===== src/rtl/fpu_issue_ctrl.sv =====
// FPU issue controller: decodes requests, strobes the execution units, and
// schedules results onto a single writeback port through a reservation shift register.
module fpu_issue_ctrl #(
  parameter int unsigned LAT_SGNJ = 1,
  parameter int unsigned LAT_ADD  = 3,
  parameter int unsigned LAT_MUL  = 2,
  parameter int unsigned LAT_DIV  = 10,
  parameter int unsigned TAG_W    = 5
) (
  input  logic             clk,
  input  logic             rstn,
  input  logic             flush,
  input  logic             req_valid,
  output logic             req_ready,
  input  logic [2:0]       req_op,
  input  logic [TAG_W-1:0] req_tag,
  output logic             sgnj_go,
  output logic             add_go,
  output logic             mul_go,
  output logic             div_go,
  output logic [1:0]       op_mode,
  output logic             wb_valid,
  output logic [1:0]       wb_unit,
  output logic [TAG_W-1:0] wb_tag,
  output logic             busy
);

  localparam int unsigned NSLOT = LAT_DIV + 1;
  localparam int unsigned IDX_W = (NSLOT > 1) ? $clog2(NSLOT) : 1;
  localparam int unsigned CNT_W = (LAT_DIV > 1) ? $clog2(LAT_DIV + 1) : 1;

  localparam logic [1:0] UNIT_SGNJ = 2'd0;
  localparam logic [1:0] UNIT_ADD  = 2'd1;
  localparam logic [1:0] UNIT_MUL  = 2'd2;
  localparam logic [1:0] UNIT_DIV  = 2'd3;

  // Slot i holds the writeback due i cycles from now; slot 0 drives wb_*.
  logic             slot_vld_q  [NSLOT];
  logic             slot_vld_d  [NSLOT];
  logic [1:0]       slot_unit_q [NSLOT];
  logic [1:0]       slot_unit_d [NSLOT];
  logic [TAG_W-1:0] slot_tag_q  [NSLOT];
  logic [TAG_W-1:0] slot_tag_d  [NSLOT];
  logic [CNT_W-1:0] div_cnt_q;
  logic [CNT_W-1:0] div_cnt_d;
  logic             busy_q;
  logic             busy_d;

  logic [1:0]       unit_c;
  logic [1:0]       mode_c;
  logic [IDX_W-1:0] lat_c;
  logic [IDX_W-1:0] wr_idx_c;
  logic             is_div_c;
  logic             accept_c;

  // Opcode decode into target unit, latency and sub-op.
  always_comb begin
    unit_c   = UNIT_SGNJ;
    mode_c   = 2'd0;
    lat_c    = IDX_W'(LAT_SGNJ);
    is_div_c = 1'b0;
    case (req_op)
      3'd0, 3'd1, 3'd2: begin
        unit_c = UNIT_SGNJ;
        mode_c = req_op[1:0];
        lat_c  = IDX_W'(LAT_SGNJ);
      end
      3'd3, 3'd4: begin
        unit_c = UNIT_ADD;
        mode_c = {1'b0, req_op == 3'd4};
        lat_c  = IDX_W'(LAT_ADD);
      end
      3'd5: begin
        unit_c = UNIT_MUL;
        lat_c  = IDX_W'(LAT_MUL);
      end
      default: begin
        unit_c   = UNIT_DIV;
        mode_c   = {1'b0, req_op == 3'd7};
        lat_c    = IDX_W'(LAT_DIV);
        is_div_c = 1'b1;
      end
    endcase
  end

  // Ready looks only at op, reservation state, div occupancy, flush and reset.
  always_comb begin
    req_ready = rstn & ~flush & ~slot_vld_q[lat_c] & ~(is_div_c & (div_cnt_q != '0));
    accept_c  = req_valid & req_ready;
    wr_idx_c  = lat_c - IDX_W'(1);
    sgnj_go   = accept_c & (unit_c == UNIT_SGNJ);
    add_go    = accept_c & (unit_c == UNIT_ADD);
    mul_go    = accept_c & (unit_c == UNIT_MUL);
    div_go    = accept_c & (unit_c == UNIT_DIV);
    op_mode   = accept_c ? mode_c : 2'd0;
  end

  // Advance reservations, insert the accepted op, apply flush.
  always_comb begin
    for (int i = 0; i < int'(NSLOT) - 1; i++) begin
      slot_vld_d[i]  = slot_vld_q[i+1];
      slot_unit_d[i] = slot_unit_q[i+1];
      slot_tag_d[i]  = slot_tag_q[i+1];
    end
    slot_vld_d[NSLOT-1]  = 1'b0;
    slot_unit_d[NSLOT-1] = 2'd0;
    slot_tag_d[NSLOT-1]  = '0;
    div_cnt_d = (div_cnt_q != '0) ? div_cnt_q - CNT_W'(1) : '0;
    if (accept_c) begin
      slot_vld_d[wr_idx_c]  = 1'b1;
      slot_unit_d[wr_idx_c] = unit_c;
      slot_tag_d[wr_idx_c]  = req_tag;
      if (is_div_c) div_cnt_d = CNT_W'(LAT_DIV - 1);
    end
    if (flush) begin
      for (int i = 0; i < int'(NSLOT); i++) begin
        slot_vld_d[i]  = 1'b0;
        slot_unit_d[i] = 2'd0;
        slot_tag_d[i]  = '0;
      end
      div_cnt_d = '0;
    end
    busy_d = (div_cnt_d != '0);
    for (int i = 0; i < int'(NSLOT); i++) busy_d = busy_d | slot_vld_d[i];
  end

  always_ff @(posedge clk) begin
    if (!rstn) begin
      slot_vld_q  <= '{default: 1'b0};
      slot_unit_q <= '{default: 2'd0};
      slot_tag_q  <= '{default: '0};
      div_cnt_q   <= '0;
      busy_q      <= 1'b0;
    end else begin
      slot_vld_q  <= slot_vld_d;
      slot_unit_q <= slot_unit_d;
      slot_tag_q  <= slot_tag_d;
      div_cnt_q   <= div_cnt_d;
      busy_q      <= busy_d;
    end
  end

  assign wb_valid = slot_vld_q[0];
  assign wb_unit  = slot_unit_q[0];
  assign wb_tag   = slot_tag_q[0];
  assign busy     = busy_q;

endmodule


===== config.mk =====
export PLATFORM = sky130hd
export DESIGN_NAME = fpu_issue_ctrl
export DESIGN_NICKNAME = d
export VERILOG_FILES = /design/src/rtl/fpu_issue_ctrl.sv
export SDC_FILE = /design/constraint.sdc
export NUM_CORES = 1
export LEC_CHECK = 0
export CAP_MARGIN = 20
export CORE_MARGIN = 2
export CORE_UTILIZATION = 50
export DETAILED_ROUTE_END_ITERATION = 16
export HOLD_SLACK_MARGIN = 0.02
export PLACE_DENSITY = 0.85
export SETUP_SLACK_MARGIN = 0.5
export SKIP_CTS_REPAIR_TIMING = 1
export SYNTH_ARGS = -nofsm -noshare
export SYNTH_HDL_FRONTEND = slang
export SYNTH_SLANG_ARGS = --single-unit

===== constraint.sdc =====
create_clock -name clk -period 2.55 [get_ports clk]
set_input_delay 0.51 -clock clk [delete_from_list [all_inputs] [get_ports clk]]
set_output_delay 0.51 -clock clk [all_outputs]
set_load 0.01 [all_outputs]

* After elaboration in Yosys (flattened, before gate mapping) *
Index checks and enable logic that the tools add are counted.

word-level totals
  bits in registers = 93
  logic and storage cells = 111
  output and inout bits = 16
  input port bits = 12

operators by class
  muxes and demuxes = 24
  equal/unequal tests = 9
  bitwise gates (word level) = 28
  order comparisons = 3
  add/sub/neg operators = 2
  reduce and logical (&&, ||, !) cells = 10

operators with widths
  kind                                                                          number
  55-bit bitwise mux                                                            1
  55-bit two-way mux                                                            1
  22-bit bitwise mux                                                            1
  11-bit two-way mux                                                            2
  22-bit two-way mux                                                            1
  5-bit demux with 4-bit select                                                 1
  4-bit two-way mux                                                             4
  2-bit case mux with 3 select lines                                            2
  4-bit case mux with 3 select lines                                            1
  1-bit OR                                                                      11
  11-bit OR                                                                     1
  5-bit >= comparator, second input constant                                    2
  4-bit inverter with 5-bit output                                              2
  1-bit bitwise AND                                                             9
  3-bit == test, second input constant                                          3
  2-bit demux with 4-bit select                                                 1
  4-bit nonzero test                                                            2
  4-bit by 1-bit subtractor with 4-bit output, second input constant            2
  3-bit by 2-bit == test with 1-bit output, second input constant               2
  3-bit OR reduction                                                            2
  6-bit OR reduction                                                            1
  5-bit by 1-bit less-than comparator with 1-bit output, second input constant  1
  5-bit two-way mux                                                             1
  1-bit inverter                                                                5
  11 further kinds                                                              17

* Longest topological paths before layout *
  depth in word-level cells = 25
  gate-level depth with buffers = 9
  gate-level depth less buffers = 8

* Least setup slack after synthesis *
Ideal clock, no wire load.

  path kind = input to output
  start = in req_op[0]
  end = out add_go
  cell stages on the path = 6
  arrival time = 1.997 ns
  buffers on the path = 2
  setup slack = 0.043 ns
  cells stage by stage = clkbuf_1 mux2_2 o32a_4 a221o_2 clkbuf_1 inv_1

on the way
  cells in the longest elaborated chain, start to end = 12

ends and longest elaborated chain
  element                                                           RTL line  source
  start: declaration                                                15        input logic [2:0] req_op,
  3-bit by 1-bit == test with 1-bit output (tied with other cells)  62        case (req_op)
  3-bit OR reduction or 2-bit OR reduction (tied branches)          n/a
  4-bit case mux with 3 select lines                                62
  4-bit inverter with 5-bit output (not written as such)            88        req_ready = rstn & ~flush & ~slot_vld_q[lat_c] & ~(is_div_c & (div_cnt_q != '0));
  1-bit binary-select mux with 4-bit select                         88
  1-bit two-way mux (not written as such) (2 in a row)              88
  1-bit inverter                                                    88
  1-bit bitwise AND (2 in a row)                                    88
  1-bit bitwise AND                                                 89        accept_c = req_valid & req_ready;
  1-bit bitwise AND *                                               92        add_go = accept_c & (unit_c == UNIT_ADD);
  end: declaration                                                  18        output logic add_go,

Mark *: on every way between the ends. The rest lies on a longest branch, timed or not. The select of a mux whose other input is x is not followed.

* Worst setup path in the final report *
  start = reg div_cnt_q[1]
  end = out mul_go

on the way
  cells in the longest elaborated chain, start to end = 6

ends and longest elaborated chain
  element                   RTL line  source
  start: declaration        44        logic [CNT_W-1:0] div_cnt_q;
  start signal: assignment  138       div_cnt_q <= div_cnt_d;
  4-bit nonzero test        88
  1-bit bitwise AND         88
  1-bit inverter            88
  1-bit bitwise AND         88
  1-bit bitwise AND         89
  1-bit bitwise AND         93        mul_go = accept_c & (unit_c == UNIT_MUL);
  end: declaration          19        output logic mul_go,

Every way passes these cells.

==> flow_summary.json <==
{
  "vdd_ir_drop_max_v": 0.000337,
  "period_share_pct": 109,
  "cpPeakStageDelay_ps": 480,
  "final_nets": 341,
  "cp.arrival_ps": 2280,
  "yosys.area.top_type": "dfxtp_1",
  "path_class": "register to output port",
  "holdWs_ps": 428,
  "cts_buffer_depth": 2,
  "hold_class": "register to register",
  "utilization_pct": 63.5,
  "power_switching_mw": 0.593,
  "drv_cap": 0,
  "worstPathMaxFanout": 4,
  "dr.pass1.iters": 4,
  "die_area_sq_um": 6690,
  "final_common_cell": "dfxtp_1",
  "leakage_nw": 1.63,
  "die_height_um": 81.8,
  "ant_nets": 0,
  "place.gp.congestion": 0.792,
  "synth_edf_count": 0,
  "std_cell_rows": 28,
  "tritoncts": "done",
  "synthSimpleGateAreaFrac_pct": 21.7,
  "maxSlewViolCount": 0,
  "start_kind": "register",
  "skew_ps": 4.70,
  "grt-ovfl-total": 0,
  "drc": 0,
  "crit_required_ps": 2040,
  "regToRegSetupSlack_ps": 270,
  "postLayoutSetupSlackWorst_ps": -239,
  "numCtsBuffers": 9,
  "fmax_mhz": 359,
  "layout_common_cells": "91 x dfxtp_1, 48 x and2_1, 27 x nor2_1, 21 x buf_4",
  "vias": 1940,
  "seq_area_frac_synth_pct": 61.5,
  "register_area_sq_um": 1860,
  "hold_viol_final": 0,
  "synth_warnings": 0,
  "multi_input_area_sq_um": 1120,
  "tns_ps": -736,
  "core_sq_um": 5890,
  "crit_slowest_cell": "or4_4",
  "antenna_cells": 0,
  "dieWidth_um": 81.8,
  "grt_pass1_vias": 1832,
  "synth_area_sq_um": 3030,
  "worstPathCellList": "inv_2 -> ha_4 -> or3b_4 -> o32a_4 -> or4_4 -> clkinv_8 -> buf_6",
  "synthMuxAreaShare_pct": 5.66,
  "powerDensity_nw_per_um2": 670,
  "rsz0062_at_grt": "true",
  "clk_pin_slew_ps": 90,
  "path_buf_inv": 3,
  "synth.distinct_cells": 41,
  "yosysTopAreaCellShare_pct": 61.5,
  "synth_xor_area_share_pct": 0.289,
  "grt_pass1_wl_um": 8340,
  "postSynthCellCount": 281,
  "syn_area_per_cell_sq_um": 10.8,
  "critPathTopFamily": "simple AND/OR/NAND/NOR gates",
  "synth-seq-cells": 93,
  "comb_power_share_pct": 6.3,
  "dp_hpwl_um": 3470,
  "synth_area_leaders": "dfxtp_1 61%, and2_1 9.9%, mux2i_1 5.3%",
  "async_flop_share_pct": 0,
  "grt_start_max_net_pins": 38,
  "viasPerCell": 4.77,
  "drive_above_1_share_pct": 22.3,
  "cts-root-buf": "clkbuf_8",
  "areaGrowthSynthToFinish_pct": 23.4,
  "worstSetupEndpointType": "output port",
  "wire_per_inst_um": 13.4,
  "start_util_pct": 51.4,
  "period_minus_slack_ps": 2790,
  "synth_top_family_by_area": "simple AND/OR/NAND/NOR gates",
  "clock_latency_ps": 350,
  "ios": 28,
  "grt_use_total_pct": 17.2,
  "fill_cells": 448,
  "drt_wl_total_um": 5430,
  "swShare_pct": 23.7,
  "status": "complete, but fails checks",
  "cts_sinks": 93,
  "p_int_mw": 1.91,
  "power.share.clock_pct": 34.7,
  "synthFlopType": "dfxtp_1",
  "violations": "setup timing",
  "drtIter0Drc": 108,
  "yosys.area_share.adder_pct": 0.826,
  "setup_viol": 4,
  "synth-compound-area-share_pct": 4.67,
  "portBuffers": 27,
  "seqPwrFrac_pct": 59.1,
  "htreeDepth": 3,
  "antenna_found_initial": 0
}
stage by stage:
stage / power (mW) / area [sq um] / instances / setup WS (ps)
final: 2.50 / 3740 / 407 / -239
after global routing: 2.61 / 3740 / 407 / -299
after CTS: 2.51 / 3670 / 404 / -791
after detailed placement: 1.66 / 3500 / 388 / -790
after global placement: 1.65 / 3500 / 388 / -757
after floorplan: 1.60 / 3110 / 288 / 231
per-layer routing:
metal  wire [um]  part of all wire (%)  track usage (%)  up-vias
li1            -                     -                -      983
met1        2430                    45             20.7      904
met2        2690                    50             28.2       44
met3         205                   3.8             4.07        9
met4         109                   2.0             9.33        0
met5           0                     0                0        -
power groups by stage:
stage / registers (mW) / logic, mW / clock network (mW)
finish: 1.48 / 0.157 / 0.867
global route: 1.48 / 0.171 / 0.957
CTS: 1.48 / 0.149 / 0.881
detailed placement: 1.51 / 0.146 / 0
global placement: 1.51 / 0.143 / 0
floorplan: 1.51 / 0.0852 / 0
path summary, 6_finish.rpt:
path                              startpoint                         end  depth (start not counted)
setup / recovery     div_cnt_q[1]$_SDFF_PN0_                      mul_go                          7
hold / removal    slot_unit_q[13]$_SDFF_PP0_  slot_unit_q[15]$_SDFF_PP0_                          1
setup reg to reg     div_cnt_q[1]$_SDFF_PN0_   slot_tag_q[49]$_SDFF_PP0_                          9
hold reg to reg   slot_unit_q[13]$_SDFF_PP0_  slot_unit_q[15]$_SDFF_PP0_                          1
layout make-up:
type	instances	share of cell area, %
inverter	6	1.00
clock buffer	10	3.41
clock inverter	6	1.27
sequential	93	49.9
tap	75	2.51
multi-input combinational	166	29.9
timing repair buffer	51	12.0
synth_stat cells (2+ instances only):
master and count:
dfxtp_1 93, and2_1 48, nor2_1 27, mux2i_1 16, nand2_1 16, clkbuf_1 13
a21oi_1 10, buf_4 7, inv_1 5, and3_1 3, nand2b_1 3, nand3b_1 3
nor3_1 3, a31oi_1 2, buf_2 2, ha_1 2, nand3_1 2, nor3b_1 2
nor4b_1 2
sequential cells by signal, summed over array words and instances (netlist names):
register / cells
busy: 1
div_cnt_q: 4
slot_tag_q: 50
slot_unit_q: 20
slot_vld_q: 10
wb_tag: 5
wb_unit: 2
wb_valid: 1
cells by family (layout without fill, tap and decap cells):
kind of cell / count (synthesis) / after routing
buf+inv: 29 / 73
simple gates: 118 / 118
compound gates: 20 / 20
xor+xnor: 1 / 1
mux: 17 / 17
other cells: 1 / 8
fa+ha+maj: 2 / 2
flops: 93 / 93
(Power assumes the default switching activity.)
==> variant 1 (same settings) <==
The parameter `TAG_W` goes from 5 to 10.
--- a/src/rtl/fpu_issue_ctrl.sv
+++ b/src/rtl/fpu_issue_ctrl.sv
@@ -5,7 +5,7 @@
   parameter int unsigned LAT_ADD  = 3,
   parameter int unsigned LAT_MUL  = 2,
   parameter int unsigned LAT_DIV  = 10,
-  parameter int unsigned TAG_W    = 5
+  parameter int unsigned TAG_W    = 10
 ) (
   input  logic             clk,
   input  logic             rstn,
Ports: changed (resized req_tag and wb_tag); port bits go from 28 to 38. The function was not compared with the original's and may differ.
==> variant 1 against the unedited design <==
Setup slack worse by 0.14 ns; non-clock buffer count up 30; sequential cell count up 55; clock skew up 0.0046 ns; count of clock-buffer cells in the layout up 7; final area up 66%; combinational power up 53%; total power up 100%; register-to-register slack better by 0.02 ns; the flow still finishes with violations (negative setup slack); synthesized cell count up 57%; synthesized area up 56%; clock power rose to 2.8 times the old value; wire length up 84%.
==> variant 1: results (changes against the unedited design) <==
outcome=complete, but fails checks; failing checks=negative setup slack; Crit Reg-Reg Endpoint=wb_tag[3]; global routing usage on met3=5.24% (+1.2 points); Leakage=2.68 nW (+64%); WL met3=304 um (+48%); HPWL Detailed=5290 um (+52%); crit-path leading delay family=compound AO/OA/AOI/OAI gates; Setup TNS Final=-1.46 ns (-0.727 ns); Hold WS=0.421 ns (-0.00620 ns); number of port buffers=37 (+37%); Routed met2 length=5160 um (+92%); hold path endpoint=slot_tag_q[70]; Starting DRT DRC Count=144 (+33%); number of global-route vias before repair=3131 (+71%); pre-CTS WS=-0.871 ns (-0.0802 ns); gpl congestion=0.831 (+5.0%); met2 Usage GRT=30.8% (+2.6 points); worst skew pair latency=0.52 ns (+0.17 ns); htree depth=4 (+1); fin worst setup slack=-0.375 ns (-0.136 ns); FF-to-FF Start=div_cnt_q[0]; GR Util All Layers=19.0% (+1.8 points); WL met1=4370 um (+80%); Hold Startpoint=slot_tag_q[60]; layout cells sized above 1=20.2% (-2.1 points); DRT Wirelength=10000 um (+84%); FFs w/ async S/R, synth=0% (unchanged); clk slew on worst S/H paths=0.06 ns (-0.03 ns); Yosys cell types=38 (-7.3%); Final Skew=0.00929 ns (+0.00459 ns); critical path fanouts, max=2 (-2); clk buf depth=2 (unchanged); Crit-path slowest cell=a2111o_1; maximum VDD drop=471 uV (+40%); R2R Setup Slk=0.29 ns (+0.02 ns); first-pass GRT wire length=14700 um (+77%); Top Registers=slot_tag_q (100), slot_unit_q (20); Synth top cells by count=dfxtp_1, and2_1, mux2i_1; Setup violations, final=7 (+3); Layout Nets=537 (+57%); Hold Crit Class=flop to flop; Worst EP arrival=2.42 ns (+0.14 ns); ranking of synthesized cells by area=dfxtp_1, and2_1, mux2i_1, buf_4, nand2_1; largest net degree at the start of global routing=79 (+110%); GR Layer Usage met1=23.3% (+2.6 points); Vias/cell=4.98 (+4.5%); number of detailed-route iterations in the first pass=4 (unchanged); TritonCTS Buffers=17 (+8); initial antenna violation count=0 (unchanged); sequential fraction of the synthesis area=62.6% (+1.1 points)
[variant 1: changes by cell type after synthesis, moves of 8 or more]
cell	change
a21oi_1	+8
o21ai_0	+11
nand3_1	+9
nand2_1	+10
clkbuf_1	+8
and2_1	+32
dfxtp_1	+55
inv_1	+12
mux2i_1	+15
[variant 1: power breakdown]
part / leakage [nW] / total (mW) / switching [mW] / internal [mW]
Sequential: 1.20 / 2.35 / 0.0104 / 2.34
Combinational: 1.20 / 0.240 / 0.127 / 0.113
Clock: 0.278 / 2.41 / 0.996 / 1.42
[variant 1: stage by stage]
stage                     cells  area (um^2)
after floorplan             454         4800
after global placement      600         5380
after detailed placement    600         5380
after CTS                   632         5960
after global routing        642         6220
final                       642         6220
[variant 1: worst max path at each step]
stage                            start    endpoint  slack (ns)
after floorplan           div_cnt_q[0]  op_mode[1]        0.15
after global placement       req_op[0]  op_mode[1]       -0.86
after detailed placement     req_op[0]  op_mode[1]       -0.87
after CTS                    req_op[0]  op_mode[1]       -0.88
after global routing      div_cnt_q[0]  op_mode[1]       -0.44
final                     div_cnt_q[0]  op_mode[1]       -0.38
[variant 1: cells by family after synthesis]
kind of cell / Yosys count / share of synthesized area [%]
simple gates: 166 / 19.5
flops: 148 / 62.6
buf+inv: 54 / 5.50
compound gates: 39 / 5.02
mux: 32 / 6.79
fa+ha+maj: 2 / 0.528
other cells: 1 / 0.0792
[variant 1: cell type report]
cell class	count	area, um^2
timing repair buffer	81	768
sequential	148	2970
fill	627	2980
multi-input combinational	252	1690
clock inverter	15	169
tap	111	139
clock buffer	17	414
inverter	18	67.6
==> variant 2 (same settings) <==
Without the edit above. Reset style: asynchronous (`rstn`), changed in one clocked block.
--- a/src/rtl/fpu_issue_ctrl.sv
+++ b/src/rtl/fpu_issue_ctrl.sv
@@ -124,7 +124,7 @@
     for (int i = 0; i < int'(NSLOT); i++) busy_d = busy_d | slot_vld_d[i];
   end
 
-  always_ff @(posedge clk) begin
+  always_ff @(posedge clk or negedge rstn) begin
     if (!rstn) begin
       slot_vld_q  <= '{default: 1'b0};
       slot_unit_q <= '{default: 2'd0};
Check against the original RTL: differs if rstn is asserted again (counterexample within 4 cycles, from zero or initial values and one cycle with rstn low); with rstn held inactive, the same outputs for 10 cycles.
==> variant 2 against the unedited design <==
The run still ends with negative setup slack left; setup slack worse by 0.087 ns; synthesized area is 18% higher; die area is 17% higher; sequential cell count stayed put; final area is 26% higher; first-iteration DRC count is 64% higher; wire length is 42% higher; worst hold slack worse by 0.24 ns; critical path type unchanged.
Power is not compared: it rests on default switching activity, and its combinational part moved more than twofold at a synthesized area within 25%.
==> variant 2: results (changes against the unedited design) <==
DP Area=4180 um^2 (+20%); Setup violations, final=7 (+3); area of the multi-input gates=1410 um^2 (+26%); layout cells sized above 1=34.0% (+12 points); Worst EP arrival=2.37 ns (+0.09 ns); xor/xnor share of the synthesized area=0% (-0.29 points); Yosys cell types=46 (+12%); FFs w/ async S/R, synth=100% (+100 points); critical path launch point=div_cnt_q[0]; largest net degree at the start of global routing=67 (+76%); outcome=complete, but fails checks; Cell Count, Final, Fillers Out=461 (+13%); ranking of synthesized cells by area=dfrtp_1, nor2b_1, mux2i_1, a21oi_1, nand3_1; first-pass GRT wire length=11100 um (+33%); Setup TNS Final=-1.59 ns (-0.854 ns); failing checks=negative setup slack; Starting DRT DRC Count=177 (+64%); critical path fanouts, max=3 (-1); count of filler cells inserted in the layout=445 (-0.67%); R2R cell count=10 (+1); fin worst setup slack=-0.327 ns (-0.0873 ns); Synth top cells by count=dfrtp_1, nor2b_1, nor2_1; Vias/cell=5.16 (+8.3%); Crit-path slowest cell=or4b_4; post-synthesis compound-gate area fraction=7.79% (+3.1 points); pre-CTS WS=-0.510 ns (+0.280 ns); adder-cell share of the synthesized area=0.699% (-0.13 points); R2R Setup Slk=0.05 ns (-0.22 ns)
-- variant 2: changes by cell type after synthesis, moves of 8 or more --
cell     delta
nor2b_1    +50
nand3_1    +10
nand2_1    -12
dfxtp_1    -93
nor2_1     -11
dfrtp_1    +93
and2_1     -47
o21ai_1     +8
-- variant 2: layer usage --
metal / part of all wire [%] / vias up / track usage [%] / wire, um
met5: 0 / - / 0 / 0
met4: 2.9 / 0 / 9.09 / 221
met3: 3.7 / 23 / 4.57 / 282
met2: 52 / 53 / 30.6 / 4030
met1: 41 / 1210 / 24.5 / 3160
li1: - / 1093 / - / -
-- variant 2: layout make-up --
type                            count  area share, %
Inverter                            6          0.479
Multi-Input combinational cell    178           29.9
Tap cell                           96           2.56
Sequential cell                    93           49.5
Clock inverter                      2          0.266
Timing Repair Buffer               75           14.3
Clock buffer                       11           3.01
-- variant 2: cells by family after synthesis --
logic type / after synthesis
flip-flops: 93
AO/OA/AOI/OAI: 42
multiplexers: 11
adder cells (fa/ha/maj): 2
buffers and inverters: 27
other: 1
AND/OR/NAND/NOR: 115
-- variant 2: where the power goes --
group          total [mW]  switching [mW]  leakage [nW]  internal, mW
Combinational       0.714           0.369         0.891         0.345
Sequential           1.57          0.0320          1.26          1.54
Clock               0.819           0.455        0.0771         0.364
Total                3.10           0.856          2.23          2.25
-- variant 2: critical path, delay by kind of cell, from the launching register on --
| kind | cells | cell delay [ns] |
|---|---|---|
| and+or+nand+nor | 2 | 0.62 |
| AOI/OAI and AO/OA | 1 | 0.42 |
| adders and majority gates | 1 | 0.13 |
| buffers and inverters | 4 | 0.45 |
| DFF | 1 | 0.40 |
